==> src/rtl/ppu_seq_loader.sv <==
// ppu_seq_loader: streams a writable config table into the PPU over stb/ack,
// then runs the PPU and captures masked pixel output; timeout drops to ERROR.
module ppu_seq_loader #(
    parameter int DATA_W          = 8,
    parameter int N_BYTES         = 10,
    parameter int MODE_W          = 3,
    parameter int TIMEOUT         = 255,
    parameter int RELOAD_ON_FRAME = 0,
    parameter logic [DATA_W-1:0] PIX_MASK = DATA_W'(8'hFC)
) (
    input  logic                       clk_pix,
    input  logic                       sim_rst,
    input  logic                       cfg_we,
    input  logic [$clog2(N_BYTES)-1:0] cfg_addr,
    input  logic [DATA_W-1:0]          cfg_wdata,
    input  logic                       start,
    input  logic [MODE_W-1:0]          mode_in,
    input  logic                       frame_start,
    output logic                       ppu_sync,
    output logic [MODE_W-1:0]          ppu_mode,
    output logic [DATA_W-1:0]          load_data,
    output logic                       load_stb,
    input  logic                       load_ack,
    input  logic [DATA_W-1:0]          run_data,
    input  logic                       run_stb,
    output logic                       run_ack,
    output logic [DATA_W-1:0]          pix_data,
    output logic                       busy,
    output logic                       done,
    output logic                       err
);
    localparam int IW = $clog2(N_BYTES);
    localparam int CW = $clog2(TIMEOUT + 1);
    typedef enum logic [1:0] {IDLE, LOAD, RUN, ERROR} state_t;
    typedef logic [DATA_W-1:0] tbl_t [N_BYTES];

    function automatic tbl_t tbl_init();
        tbl_t t;
        for (int i = 0; i < N_BYTES; i++) begin
            case (i)
                0: t[i] = DATA_W'(42);
                1: t[i] = DATA_W'(123);
                2: t[i] = DATA_W'(87);
                3: t[i] = DATA_W'(255);
                5: t[i] = DATA_W'(198);
                6: t[i] = DATA_W'(76);
                7: t[i] = DATA_W'(34);
                8: t[i] = DATA_W'(210);
                9: t[i] = DATA_W'(182);
                default: t[i] = '0;
            endcase
        end
        return t;
    endfunction

    // Power-up contents only; the table is deliberately untouched by reset.
    tbl_t tbl_q = tbl_init();

    state_t              state_q, state_d;
    logic [IW-1:0]       idx_q, idx_d;
    logic [CW-1:0]       cnt_q, cnt_d;
    logic [DATA_W-1:0]   data_q, data_d;
    logic [DATA_W-1:0]   pix_q, pix_d;
    logic [MODE_W-1:0]   mode_q, mode_d;
    logic                done_q, done_d;
    logic                load_q, run_q, err_q;
    logic                xfer, wr, restart, go, last;
    logic [DATA_W-1:0]   first;

    always_comb begin
        xfer    = state_q == LOAD && load_q && load_ack;
        wr      = cfg_we && state_q != LOAD && 32'(cfg_addr) < N_BYTES;
        restart = start && state_q != LOAD;
        go      = restart || (RELOAD_ON_FRAME != 0 && frame_start && state_q == RUN);
        // A write in the same cycle as the load entry must be visible in byte 0.
        first   = (wr && cfg_addr == '0) ? cfg_wdata : tbl_q[0];
        last    = 32'(idx_q) == N_BYTES - 1;
        state_d = state_q;
        idx_d   = idx_q;
        cnt_d   = cnt_q;
        data_d  = data_q;
        mode_d  = mode_q;
        done_d  = 1'b0;
        pix_d   = (state_q == RUN && run_stb) ? (run_data & PIX_MASK) : pix_q;
        if (go) begin
            state_d = LOAD;
            idx_d   = '0;
            cnt_d   = '0;
            data_d  = first;
            mode_d  = restart ? mode_in : mode_q;
        end else if (state_q == LOAD) begin
            if (xfer && last) begin
                state_d = RUN;
                idx_d   = '0;
                cnt_d   = '0;
                done_d  = 1'b1;
            end else if (xfer) begin
                idx_d  = idx_q + 1'b1;
                data_d = tbl_q[idx_q + 1'b1];
                cnt_d  = '0;
            end else if (32'(cnt_q) == TIMEOUT) begin
                state_d = ERROR;
                cnt_d   = '0;
            end else begin
                cnt_d = cnt_q + 1'b1;
            end
        end
    end

    always_ff @(posedge clk_pix) begin
        if (wr)
            tbl_q[cfg_addr] <= cfg_wdata;
    end

    always_ff @(posedge clk_pix or posedge sim_rst) begin
        if (sim_rst) begin
            state_q <= IDLE;
            idx_q   <= '0;
            cnt_q   <= '0;
            data_q  <= '0;
            pix_q   <= '0;
            mode_q  <= MODE_W'(3);
            done_q  <= 1'b0;
            load_q  <= 1'b0;
            run_q   <= 1'b0;
            err_q   <= 1'b0;
        end else begin
            state_q <= state_d;
            idx_q   <= idx_d;
            cnt_q   <= cnt_d;
            data_q  <= data_d;
            pix_q   <= pix_d;
            mode_q  <= mode_d;
            done_q  <= done_d;
            load_q  <= state_d == LOAD;
            run_q   <= state_d == RUN;
            err_q   <= state_d == ERROR;
        end
    end

    assign ppu_sync  = load_q;
    assign load_stb  = load_q;
    assign busy      = load_q;
    assign ppu_mode  = mode_q;
    assign load_data = data_q;
    assign run_ack   = run_q;
    assign pix_data  = pix_q;
    assign done      = done_q;
    assign err       = err_q;
endmodule

==> config.mk <==
export PLATFORM = sky130hd
export DESIGN_NAME = ppu_seq_loader
export DESIGN_NICKNAME = d
export VERILOG_FILES = /design/src/rtl/ppu_seq_loader.sv
export SDC_FILE = /design/constraint.sdc
export NUM_CORES = 1
export LEC_CHECK = 0
export CORE_MARGIN = 3
export CORE_UTILIZATION = 50
export DETAILED_ROUTE_END_ITERATION = 10
export GPL_ROUTABILITY_DRIVEN = 0
export GPL_TIMING_DRIVEN = 0
export HOLD_SLACK_MARGIN = 0.02
export MAX_ROUTING_LAYER = met4
export PLACE_DENSITY = 0.76
export SLEW_MARGIN = 15
export SYNTH_ARGS = -nofsm -noshare
export SYNTH_HDL_FRONTEND = slang
export SYNTH_SLANG_ARGS = --single-unit
export TNS_END_PERCENT = 5
==> constraint.sdc <==
create_clock -name clk_pix -period 2.8 [get_ports clk_pix]
set_clock_uncertainty 0.2 [all_clocks]
set_input_delay 0.56 -clock clk_pix [delete_from_list [all_inputs] [get_ports clk_pix]]
set_output_delay 0.56 -clock clk_pix [all_outputs]
set_load 0.02 [all_outputs]
# Yosys cells after proc, flatten, opt, wreduce, memory -nomap -nowiden
# Memories as Yosys holds them, arrays and structs flattened.
# Cells that the tools add are included.
# op_classes
addsub	2
n_lt_le_gt_ge	1
eq_ne	9
muxes	24
reduce_logical	14
# op_table
cell	n
two-way mux 8 bit	10
two-way mux 4 bit	4
two-way mux 2 bit	5
adder 8 x 1 -> 8 bit (second input constant)	1
== test 8 bit (second input constant)	1
logical AND 1 bit	8
== test 2 bit (second input constant)	3
two-way mux 1 bit	5
adder 4 x 1 -> 4 bit (second input constant)	1
== test 2 x 1 -> 1 bit (second input constant)	2
== test 4 bit (second input constant)	1
zero test 4 bit	1
< comparator 4 bit (second input constant)	1
nonzero test 2 bit	2
AND reduction 3 bit	1
nonzero test 3 bit	1
!= test 2 x 1 -> 1 bit (second input constant)	1
!= test 2 bit (second input constant)	1
AND reduction 2 bit	1
# word_totals
register_bits	35
ramBits	80
input_bits	30
mem_count	1
# memory_table
memory	words	word_bits	rd	rd_clocked_by_memory_dff	wr	line	rtl
tbl_q	10	8	2	0	1	57	tbl_t tbl_q = tbl_init();

# Depth between registers and ports, before layout
# Gate-level depths: netlist of run 1.
# logic_depth
word_depth	8
depth_mapped	8
ltp_nobuf	7

# Worst setup path after synthesis of run 1
# No wires, ideal clock.
# synth_timing
path_kind	in2reg
from	input cfg_addr[2]
to	memory tbl_q[4][0] in the netlist's numbering, enable pin
setup_ns	0.398
arrival_ns	1.753
required_ns	2.202
setup_slack_ns	0.449
cell_stages	2
n_path_buf	1
cell_sequence	clkbuf_1 nor4b_1
# synth_via
elab_chain_len	4
# synth_rtl
item	line	rtl
from (decl)	14	input logic [$clog2(N_BYTES)-1:0] cfg_addr,
< comparator 4 bit	72	wr = cfg_we && state_q != LOAD && 32'(cfg_addr) < N_BYTES;
logical AND 1 bit	72	
two-way mux 1 bit	111	if (wr)
two-way mux 1 bit (not written as such)	112	tbl_q[cfg_addr] <= cfg_wdata;
to (decl)	57	
# Parallel ways exist; a longest one is shown, timed or not.

# Worst setup path after layout of run 1
# layout_timing
from	register load_q, in the netlist busy
to	output load_stb
# layout_rtl
item	line	rtl
from (decl)	66	logic load_q, run_q, err_q;
from (signal assigned)	124	load_q <= 1'b0;
from (signal assigned)	135	load_q <= state_d == LOAD;
to (decl)	22	output logic load_stb,
# No word-level cell between the ends.

==> impl_metrics.tcl, run 1 <==
set metrics [dict create \
    setup_viol 0 \
    reg2reg_from "idx_q[1]$_DFFE_PP0P_" \
    cts.sinks 115 \
    reg2reg_setup_slack_ns 0.32 \
    slew_viol_final 0 \
    drt_iter0_markers 156 \
    fin_crit_ns 2.49 \
    grt_pass1_vias 3079 \
    final_common_cell "edfxtp_1" \
    cts_buffer_depth 2 \
    numCtsBuffers 17 \
    hp-start "ppu_mode[2]$_DFFE_PP0N_" \
    grt_antenna_before_repair 0 \
    placedCellCount 499 \
    synth_cells 319 \
    path_cells "buf_4 -> clkdlybuf4s50_1" \
    power.density_mw_per_mm2 973 \
    layout_setup_ws_ns 0.305 \
    synth_edf_count 80 \
    grt_use_met2_pct 30.3 \
    yosysSeqAreaShare_pct 67.2 \
    drc 0 \
    routed_wl_um 9910 \
    n_fill_cell 702 \
    min_period_over_period_pct 89.1 \
    final-hold-violation-count 0 \
    vias 2994 \
    cpPeakStageDelay_ns 0.59 \
    fin_cells 530 \
    cts-root-buf "clkbuf_8" \
    die_area_mm2 0.0110 \
    use_met1_pct 24.9 \
    critPathRequiredTime_ns 2.04 \
    r2r_cells 5 \
    status "finished, final reports clean" \
    p_total_mw 5.96 \
    worst-path-max-fanout 8 \
    ys_types 46 \
    numPortBuffers 47 \
    async_reset_ff_share_pct 30.4 \
    startpoint_type "register" \
    multi_input_comb_area_mm2 0.00152 \
    hold_path_class "register to register" \
    ys_ff_latch 115 \
    h-tree-depth 4 \
    tightest_slew_ns 0.996 \
    dpl.hpwl_um 6650 \
    routedWlPerCell_um 18.7 \
    final_cell_mix "edfxtp_1 (80), clkdlybuf4s50_1 (47), dfrtp_1 (33)" \
    avgSynthCellArea_um2 15.3 \
    grt_first_pass_wirelength_um 16100 \
    synth_area_mm2 0.00488 \
    num_antenna_cells 0 \
    crit_path_end_kind "output port" \
    core.rowCount 35 \
    pre_cts_slack_ns -0.00906 \
    gr-usage-met3_pct 6.36 \
    grt_max_degree 36 \
    cts_tree "yes" \
    initial_utilization_pct 52.1 \
    ios 55 \
    rsz0062_at_grt "false" \
    die_x_um 105 \
    fp.coreArea_mm2 0.00937 \
    avgViaCountPerCell 5.65 \
    p_leak_nw 2.28 \
    clk_pin_slew_ns 0.06 \
    track_usage_pct 19.9 \
    fmax_ghz 0.401 \
    final-seq-area_mm2 0.00328 \
    grt-ovfl-total 0 \
    yosys_warnings 0 \
    worst_ep_arrival_time_ns 1.73 \
    postRouteAntennaNets 0 \
    r2r-end "load_data[3]$_DFFE_PP0P_" \
    areaGrowthSynthToFinish_pct 25.5 \
    slew_headroom_pct 33.4 \
    nets 421 \
    drive_gt1_share_pct 22.7 \
    synth-main-ff-cell "edfxtp_1" \
    busiest_layer "met2" \
    vdd_ir_drop_max_v 0.000574 \
    clkLatencyLatePin_ns 0.51 \
    crit_slowest_cell "clkdlybuf4s50_1" \
    hold_path_end "ppu_mode[2]$_DFFE_PP0N_" \
    cap_viol_max_count 0 \
    chipHeight_um 105 \
    dr.pass1.iters 5 \
    hold_depth 1 \
    critical_path_class "register to output port" \
]
-- flip-flops by register name, indices dropped and copies added (netlist names) --
signal and count:
tbl_q 80, cnt_q 8, load_data 8, pix_data 6, idx_q 4, ppu_mode 3, state_q 2, busy 1
done 1, err 1, run_ack 1
-- per-layer routing --
metal / up-vias / routed length, um
li1: 1371 / -
met1: 1502 / 4190
met2: 102 / 4930
met3: 19 / 641
met4: 0 / 155
met5: - / 0
-- logic make-up (layout without fill, tap and decap cells) --
group                      count (synthesis)  count (layout)  synth area share, %
DFF                                      115             115                 67.2
and+or+nand+nor                           79              79                 8.25
AOI/OAI and AO/OA                         47              47                 6.10
muxes                                     47              47                 14.1
buffers and inverters                     23             104                 2.59
xor gates and xnor gates                   4               4                0.872
adders and majority gates                  3               3                0.769
other                                      1               2               0.0768
-- how the worst max path moves through the flow --
| stage | from | to | slack, ns | cells after the start |
|---|---|---|---|---|
| 5_1_grt | busy$_DFF_PP0_ | load_stb | 0.22 | 2 |
| 3_5_place_dp | cfg_addr[1] | tbl_q[0][5]$_DFFE_PP_ | -0.009 | 4 |
| 2_1_floorplan | cfg_addr[2] | tbl_q[4][0]$_DFFE_PP_ | 0.45 | 2 |
| 6_report | busy$_DFF_PP0_ | load_stb | 0.31 | 2 |
| 3_3_place_gp | cfg_we | tbl_q[9][0]$_DFFE_PP_ | -0.63 | 3 |
| 4_1_cts | idx_q[1]$_DFFE_PP0P_ | load_data[3]$_DFFE_PP0P_ | 0.05 | 8 |
-- cell type report --
class / instances / area share, %
plain buffers: 17 / 1.69
clock buffers: 17 / 6.76
clock inverters: 15 / 2.31
inverters: 5 / 0.306
multi-input cells: 182 / 24.8
flip-flops and latches: 115 / 53.5
well taps: 129 / 2.63
repair buffers: 50 / 7.92
-- worst max-delay path, delay by kind of cell (launching register included) --
kind                   cells  cell delay, ns
flip-flops                 1            0.47
buffers and inverters      2            0.75
-- synth_stat cells (7+ instances only) --
cell type / n / area [um2]
nand2_1: 25 / 93.8
mux2_2: 16 / 180
mux2i_1: 15 / 150
dfrtp_1: 33 / 826
a31oi_1: 7 / 43.8
mux4_2: 16 / 360
nor2_1: 14 / 52.6
edfxtp_1: 80 / 2400
nor3_1: 10 / 50.1
o211ai_1: 8 / 60.1
nand3_1: 10 / 50.1
o21ai_0: 14 / 70.1
-- through the flow --
stage | instance area (um2) | setup TNS, ns | utilization [%] | hold WS (ns)
6_report | 6130 | 0 | 65.4 | 0.300
3_5_place_dp | 5580 | -0.0663 | 59.5 | 0.292
2_1_floorplan | 4890 | 0 | - | 0.283
3_3_place_gp | 5520 | -22.30 | 58.9 | 0.286
4_1_cts | 6130 | 0 | 65.4 | 0.304
5_1_grt | 6130 | 0 | 65.4 | 0.322
-- where the power goes --
| part | total, mW | switching, mW | internal [mW] |
|---|---|---|---|
| registers | 2.11 | 0.115 | 2.00 |
| clock network | 2.01 | 0.760 | 1.25 |
| logic | 1.84 | 0.942 | 0.897 |
| total | 5.96 | 1.82 | 4.15 |
-- timing repair --
action / in CTS / in global routing
hold buffers: 0 / 0
endpoints found under the setup margin: 0 / 8
buffers inserted: 0 / 0
resized for setup: 0 / 0
No activity file was read; power rests on OpenSTA's default activity.
==> run 2, diff against run 1 <==
--- a/config.mk
+++ b/config.mk
@@ -5,14 +5,16 @@
 export SDC_FILE = /design/constraint.sdc
 export NUM_CORES = 1
 export LEC_CHECK = 0
+export CELL_PAD_IN_SITES_DETAIL_PLACEMENT = 0
+export CELL_PAD_IN_SITES_GLOBAL_PLACEMENT = 1
 export CORE_MARGIN = 3
-export CORE_UTILIZATION = 50
+export CORE_UTILIZATION = 47
 export DETAILED_ROUTE_END_ITERATION = 10
 export GPL_ROUTABILITY_DRIVEN = 0
 export GPL_TIMING_DRIVEN = 0
 export HOLD_SLACK_MARGIN = 0.02
 export MAX_ROUTING_LAYER = met4
-export PLACE_DENSITY = 0.76
+export PLACE_DENSITY = 0.84
 export SLEW_MARGIN = 15
 export SYNTH_ARGS = -nofsm -noshare
 export SYNTH_HDL_FRONTEND = slang
==> run 2 against run 1 <==
- worst setup slack better by 0.020 ns
- via count is 2.5% lower
- clock power is essentially flat
- routed wire length fell by 3.3%
- clock-buffer cell count unchanged
- cell count is 0.75% higher
- design area up 0.18%
- critical endpoint unchanged
- largest cell class unchanged
- critical path depth unchanged
- sequential power is essentially flat
- non-clock buffer count did not move
==> impl_metrics.tcl, run 2 (synthesis results as in run 1) <==
set metrics [dict create \
    crit_slowest_cell "clkdlybuf4s50_1" \
    power.density_mw_per_mm2 971 \
    vdd_ir_drop_max_v 0.000403 \
    reg2reg_setup_slack_ns 0.42 \
    setup.worst_path.start "busy$_DFF_PP0_" \
    areaGrowthSynthToFinish_pct 25.8 \
    cts.sinks 115 \
    initial_utilization_pct 49.0 \
    drc 0 \
    p_total_mw 5.96 \
    slew_headroom_pct 37.9 \
    numPortBuffers 47 \
    postRouteAntennaNets 0 \
    num_antenna_cells 0 \
    path_cells "buf_4 -> clkdlybuf4s50_1" \
    tightest_slew_ns 0.928 \
    grt-ovfl-total 0 \
    nets 421 \
    clk_pin_slew_ns 0.06 \
    hp-start "pix_data[7]$_DFFE_PP0P_" \
    ios 55 \
    hold_path_end "pix_data[7]$_DFFE_PP0P_" \
    fin_crit_ns 2.47 \
    dpl.hpwl_um 6590 \
    largest_reg_flops 80 \
    vias 2918 \
    hold_depth 1 \
    worst_ep_arrival_time_ns 1.71 \
    status "finished, final reports clean" \
    hold_path_class "register to register" \
    crit_path_end_kind "output port" \
    cap_viol_max_count 0 \
    die_area_mm2 0.0116 \
    setup_viol 0 \
    final-hold-violation-count 0 \
    cts-root-buf "clkbuf_8" \
    routed_wl_um 9590 \
    h-tree-depth 4 \
    routedWlPerCell_um 18.0 \
    hold_buffers 0 \
    rsz0062_at_grt "false" \
    final_cell_mix "edfxtp_1 (80), clkdlybuf4s50_1 (47), dfrtp_1 (33)" \
    slew_viol_final 0 \
    grt_first_pass_wirelength_um 15600 \
    r2r-end "load_data[4]$_DFFE_PP0P_" \
    cts_buffer_depth 2 \
    clkLatencyLatePin_ns 0.52 \
    post_cts_resized 0 \
    critPathRequiredTime_ns 2.04 \
    track_usage_pct 18.5 \
    drt_iter0_markers 145 \
    startpoint_type "register" \
    reg2reg_from "idx_q[1]$_DFFE_PP0P_" \
    core.rowCount 36 \
    numCtsBuffers 17 \
    grt_antenna_before_repair 0 \
    chipHeight_um 108 \
    min_period_over_period_pct 88.4 \
    top_register "tbl_q" \
    final_common_cell "edfxtp_1" \
    fp.coreArea_mm2 0.00995 \
    fmax_ghz 0.404 \
    grt_max_degree 36 \
    r2r_cells 5 \
    cts_setup_buffers 0 \
    avgViaCountPerCell 5.46 \
    cpPeakStageDelay_ns 0.58 \
    grt_pass1_vias 2913 \
    cts_tree "yes" \
    dr.pass1.iters 4 \
    final.setup.tns_ns 0 \
    drive_gt1_share_pct 23.2 \
    critical_path_class "register to output port" \
    die_x_um 108 \
    p_leak_nw 2.27 \
    n_fill_cell 737 \
    worst-path-max-fanout 8 \
]
## run 2: area by class of cell
cell class                      count  area [um2]  share of cell area [%]
Inverter                            5        18.8                   0.306
Timing Repair Buffer               50         485                    7.91
Clock inverter                     15         148                    2.40
Multi-Input combinational cell    182        1520                    24.8
Sequential cell                   115        3280                    53.4
Tap cell                          133         166                    2.71
Clock buffer                       17         414                    6.75
Buffer                             17         104                    1.69
## run 2: where the power goes
group          switching, mW  leakage, nW  internal (mW)
sequential             0.120         1.17           2.00
clock                  0.823        0.263           1.20
combinational          0.930        0.841          0.897
total                   1.87         2.27           4.09
## run 2: through the flow
step	cells	hold WS [ns]	area [um2]	worst slack [ns]	utilization (%)
2_1_floorplan	320	0.283	4890	0.449	-
3_3_place_gp	500	0.287	5520	-0.587	55.5
3_5_place_dp	503	0.293	5580	0.0151	56.1
4_1_cts	534	0.306	6140	0.303	61.7
5_1_grt	534	0.324	6140	0.241	61.7
6_report	534	0.304	6140	0.326	61.7
## run 2: worst max path at each step
stage / cells after the start / end / slack, ns
after floorplan: 2 / tbl_q[4][0]$_DFFE_PP_ / 0.45
after global placement: 3 / tbl_q[9][5]$_DFFE_PP_ / -0.59
after detailed placement: 4 / tbl_q[0][5]$_DFFE_PP_ / 0.02
after CTS: 2 / load_stb / 0.30
after global routing: 2 / load_stb / 0.24
final: 2 / load_stb / 0.33
## run 2: critical path: cells and delay by family (launching register included)
kind	cells	cell delay, ns
flip-flops	1	0.47
buffers and inverters	2	0.73
## run 2: layer usage
layer / share of wire, % / GRT usage, % / vias to the layer above / wire, um
met3: 5.5 / 4.86 / 6 / 527
li1: - / - / 1376 / -
met1: 43 / 22.9 / 1459 / 4110
met5: 0 / - / - / 0
met2: 51 / 29.6 / 77 / 4860
met4: 0.92 / 6.85 / 0 / 88
==> RTL edit 1: new RTL, config.mk and constraints of run 1 <==
Make the reset (`sim_rst`) synchronous in one clocked block.
--- a/src/rtl/ppu_seq_loader.sv
+++ b/src/rtl/ppu_seq_loader.sv
@@ -112,7 +112,7 @@
             tbl_q[cfg_addr] <= cfg_wdata;
     end
 
-    always_ff @(posedge clk_pix or posedge sim_rst) begin
+    always_ff @(posedge clk_pix) begin
         if (sim_rst) begin
             state_q <= IDLE;
             idx_q   <= '0;
Function: differs if sim_rst is asserted again (counterexample within 4 cycles, from zero or initial values and one cycle with sim_rst high); with sim_rst held inactive, the same outputs for 4 cycles.
==> RTL edit 1 against run 1 <==
- design area down 1.3%
- area after synthesis down 1.1%
- global-route usage up 0.62 points
- worst setup slack worse by 0.062 ns
- via count up 4.6%
- die area down 1.1%
- sequential cell count unchanged
- count of clock-buffer cells in the layout unchanged
- routed wire length up 1.9%
- non-clock buffer count up 2
- critical path type is now reg -> reg
- highest routed layer unchanged
Power is not compared: it rests on default switching activity, and its combinational part moved more than twofold at a synthesized area within 25%.
==> RTL edit 1: results (changes against run 1) <==
<table>
<tr><th>Metric</th><th>Value</th></tr>
<tr><th colspan="2">Route</th></tr>
<tr><td>Initial DRC count</td><td>259 (+66%)</td></tr>
<tr><td>Routed Wire Length</td><td>10.1 mm (+1.9%)</td></tr>
<tr><td>Met2 WL</td><td>5.22 mm (+5.9%)</td></tr>
<tr><td>Routed wl met3</td><td>513 um (-20%)</td></tr>
<tr><td>Avg WL per Cell</td><td>18.2 um (-2.7%)</td></tr>
<tr><th colspan="2">Worst setup path</th></tr>
<tr><td>Worst setup startpoint</td><td>idx_q[1]</td></tr>
<tr><td>Worst reg-to-reg path cell count</td><td>8 (+3)</td></tr>
<tr><td>Critical Path Sink</td><td>load_data[5]</td></tr>
<tr><td>Delay contributed by the slowest stage of the critical path</td><td>0.46 ns (-0.13 ns)</td></tr>
<tr><th colspan="2">Global routing</th></tr>
<tr><td>Global-route met1 utilization</td><td>25.0% (+0.074 points)</td></tr>
<tr><td>GRT Util Overall</td><td>20.5% (+0.62 points)</td></tr>
<tr><td>Largest net degree at the start of global routing</td><td>17 (-53%)</td></tr>
<tr><td>Met3 Use GR</td><td>5.65% (-0.71 points)</td></tr>
<tr><td>Global-route wire length before repair</td><td>16.5 mm (+2.5%)</td></tr>
<tr><th colspan="2">Worst hold path</th></tr>
<tr><td>Hold path startpoint</td><td>load_data[4]</td></tr>
<tr><td>Sink of the worst hold path</td><td>load_data[4]</td></tr>
<tr><th colspan="2">Yosys</th></tr>
<tr><td>Main area contributors after synthesis</td><td>edfxtp_1, dfxtp_1, mux4_2</td></tr>
<tr><td>Sequential share of the synthesized area</td><td>64.3% (-2.9 points)</td></tr>
<tr><td>Share of flip-flops with an asynchronous set or reset after synthesis</td><td>0% (-30 points)</td></tr>
<tr><td>Instance count of the mapped netlist</td><td>344 (+7.8%)</td></tr>
<tr><th colspan="2">Placed design</th></tr>
<tr><td>HPWL after detailed placement</td><td>6.80 mm (+2.3%)</td></tr>
<tr><td>Input/output buffers</td><td>49 (+4.3%)</td></tr>
<tr><td>Pre-CTS setup slack</td><td>-0.251 ns (-0.242 ns)</td></tr>
<tr><td>Post-placement cell count</td><td>523 (+4.8%)</td></tr>
<tr><th colspan="2">Final layout</th></tr>
<tr><td>Fin nets</td><td>446 (+5.9%)</td></tr>
<tr><td>Layout cell share with drive strength beyond 1</td><td>17.4% (-5.3 points)</td></tr>
<tr><th colspan="2">STA</th></tr>
<tr><td>Slew @ Worst Pin</td><td>0.866 ns (-0.130 ns)</td></tr>
<tr><td>Max frequency</td><td>0.391 GHz (-2.4%)</td></tr>
<tr><th colspan="2">Run status</th></tr>
<tr><td>Outcome</td><td>finished clean</td></tr>
</table>
RTL edit 1: changes by cell type after synthesis, sizes merged, moves of 4 or more:
cell and delta:
o22ai +15, a31oi -7, buf +4, dfxtp +35, nand2b +12, a211o +8
mux2 -16, o211ai -8, o21ai -5, dfrtp -33, nor2 +25, nand3 -5
o22a +7
RTL edit 1: area by class of cell:
cell class,count,share of cell area (%)
tap,129,2.67
multi-input combinational,206,26.1
buffer,20,2.30
timing repair buffer,49,8.11
inverter,4,0.248
sequential,115,51.3
clock inverter,15,2.40
clock buffer,17,6.85
RTL edit 1: worst reg2reg max path, cell delays in order (launching register included):
cell,delay [ns]
dfxtp_1,0.46
inv_1,0.08
ha_1,0.27
clkbuf_2,0.25
buf_2,0.35
mux4_2,0.38
o22ai_1,0.19
o22a_1,0.20
o21ai_1,0.07
RTL edit 1: cell families after synthesis:
logic type | Yosys count | share of synthesized area (%)
AO/OA/AOI/OAI | 51 | 7.41
XOR/XNOR | 8 | 1.45
adder cells (fa/ha/maj) | 3 | 0.778
buffers and inverters | 24 | 3.19
flip-flops | 115 | 64.3
multiplexers | 31 | 10.6
other | 1 | 0.0777
AND/OR/NAND/NOR | 111 | 12.2
RTL edit 1: stage by stage:
step           util (%)  instance area, um^2  hold slack, ns  TNS [ns]  total power [W]
2_1_floorplan         -                 4830           0.278         0          0.00201
3_3_place_gp       58.8                 5480           0.236     -1.23          0.00211
3_5_place_dp       58.8                 5480           0.240     -2.00          0.00212
4_1_cts            64.8                 6040           0.248         0          0.00413
5_1_grt            64.8                 6050           0.276         0          0.00425
6_report           64.8                 6050           0.246         0          0.00411
RTL edit 1: report_power, final:
part           total (W)  internal, W  leakage (nW)  switching [W]
combinational   0.000231     0.000110         0.976       0.000121
sequential       0.00186      0.00184          1.01      0.0000127
clock            0.00203      0.00120         0.268       0.000825
==> RTL edit 2: new RTL, config.mk and constraints of run 1 <==
Without the edit above. The parameter `MODE_W` goes from 3 to 2.
--- a/src/rtl/ppu_seq_loader.sv
+++ b/src/rtl/ppu_seq_loader.sv
@@ -3,7 +3,7 @@
 module ppu_seq_loader #(
     parameter int DATA_W          = 8,
     parameter int N_BYTES         = 10,
-    parameter int MODE_W          = 3,
+    parameter int MODE_W          = 2,
     parameter int TIMEOUT         = 255,
     parameter int RELOAD_ON_FRAME = 0,
     parameter logic [DATA_W-1:0] PIX_MASK = DATA_W'(8'hFC)
Ports: changed (resized mode_in and ppu_mode); port bits go from 55 to 53. The function was not compared with the original's and may differ.
==> RTL edit 2 against run 1 <==
- design area is 0.84% lower
- final cell count shrank 0.75%
- routed wire length is 3.7% lower
- worst setup slack got worse by 0.0037 ns
- sequential cell count decreased by 1
- total power fell by 1.1%
- critical path type unchanged
- area after synthesis decreased by 0.74%
==> RTL edit 2: results (changes against run 1) <==
<table>
<tr><th>Metric</th><th>Value</th></tr>
<tr><th colspan="2">Run status</th></tr>
<tr><td>Outcome</td><td>finished clean</td></tr>
<tr><th colspan="2">Placed design</th></tr>
<tr><td>Post-placement cell count</td><td>495 (-0.80%)</td></tr>
<tr><td>Input/output buffers</td><td>45 (-4.3%)</td></tr>
<tr><td>Pre-CTS setup slack</td><td>0.0126 ns (+0.0217 ns)</td></tr>
<tr><td>HPWL after detailed placement</td><td>6.50 mm (-2.2%)</td></tr>
<tr><th colspan="2">Final layout</th></tr>
<tr><td>Post-route non-filler standard cell count</td><td>526 (-0.75%)</td></tr>
<tr><td>Fin nets</td><td>416 (-1.2%)</td></tr>
<tr><td>Layout cell share with drive strength beyond 1</td><td>23.2% (+0.48 points)</td></tr>
<tr><th colspan="2">Route</th></tr>
<tr><td>Avg WL per Cell</td><td>18.2 um (-3.0%)</td></tr>
<tr><td>Initial DRC count</td><td>112 (-28%)</td></tr>
<tr><td>Number of vias after detailed routing</td><td>2905 (-3.0%)</td></tr>
<tr><th colspan="2">Yosys</th></tr>
<tr><td>Most used standard cells in the synthesized netlist</td><td>edfxtp_1, dfrtp_1, nand2_1, mux4_2</td></tr>
<tr><td>Top FF cell, synth</td><td>edfxtp_1</td></tr>
<tr><td>Share of flip-flops with an asynchronous set or reset after synthesis</td><td>29.8% (-0.61 points)</td></tr>
<tr><td>Main area contributors after synthesis</td><td>edfxtp_1, dfrtp_1, mux4_2</td></tr>
<tr><td>Sequential share of the synthesized area</td><td>67.2% (about the same)</td></tr>
<tr><th colspan="2">CTS</th></tr>
<tr><td>Max H-tree Level</td><td>4 (unchanged)</td></tr>
<tr><td>Clock Latency Late Sink</td><td>0.52 ns</td></tr>
<tr><th colspan="2">STA</th></tr>
<tr><td>Hold slack final</td><td>0.289 ns (-0.0114 ns)</td></tr>
<tr><td>Max-slew headroom</td><td>42.0% (+8.6 points)</td></tr>
<tr><th colspan="2">Worst setup path</th></tr>
<tr><td>Worst reg-to-reg path cell count</td><td>7 (+2)</td></tr>
<tr><td>Endpoint of the lowest-slack register-to-register path</td><td>load_data[5]</td></tr>
<tr><td>Internal reg-to-reg setup slack</td><td>0.42 ns (+0.10 ns)</td></tr>
<tr><th colspan="2">Global routing</th></tr>
<tr><td>Global-route wire length before repair</td><td>15.7 mm (-2.2%)</td></tr>
<tr><td>Largest net degree at the start of global routing</td><td>35 (-2.8%)</td></tr>
<tr><th colspan="2">Worst hold path</th></tr>
<tr><td>Path type of the worst min-delay path</td><td>in -&gt; async</td></tr>
<tr><th colspan="2">Power</th></tr>
<tr><td>IR drop worst, VDD</td><td>0.000626 V (+9.2%)</td></tr>
</table>
==> RTL edit 2: cell type report <==
type / instances / area (um^2)
clock buffers: 17 / 414
multi-input cells: 181 / 1510
inverters: 5 / 18.8
clock inverters: 15 / 146
flip-flops and latches: 114 / 3260
plain buffers: 17 / 104
repair buffers: 48 / 465
fillers: 669 / 3250
well taps: 129 / 161
==> RTL edit 2: routing by layer <==
layer	track usage (%)	up-vias	share of wire [%]
li1	-	1369	-
met1	22.9	1453	42
met2	32.1	66	51
met3	6.02	17	4.7
met4	7.41	0	1.8
met5	-	-	0
==> RTL edit 2: kinds of logic (layout without fill, tap and decap cells) <==
| logic type | count (synthesis) | after routing | share of synthesized area [%] |
|---|---|---|---|
| flops | 114 | 114 | 67.2 |
| simple gates | 79 | 79 | 8.31 |
| compound gates | 47 | 47 | 6.15 |
| mux | 46 | 46 | 14.0 |
| buf+inv | 23 | 102 | 2.61 |
| xor+xnor | 4 | 4 | 0.878 |
| fa+ha+maj | 3 | 3 | 0.775 |
| other cells | 1 | 2 | 0.0774 |
==> RTL edit 2: worst max-delay path by stage <==
stage,slack (ns),cells past startpoint,endpoint,from
finish,0.30,2,ppu_sync,busy
global route,0.23,5,load_data[6],idx_q[1]
CTS,0.29,2,ppu_sync,busy
detailed placement,0.01,4,tbl_q[0][5],cfg_addr[1]
global placement,-0.54,3,tbl_q[4][5],cfg_addr[3]
floorplan,0.45,2,tbl_q[4][0],cfg_addr[2]
==> RTL edit 2: power groups by stage <==
stage               Clock, W  Combinational, W  Sequential (W)
detailed placement         0           0.00181         0.00213
global route         0.00212           0.00198         0.00211
CTS                  0.00203           0.00182         0.00210
floorplan                  0           0.00114         0.00222
global placement           0           0.00178         0.00212
finish               0.00200           0.00180         0.00209
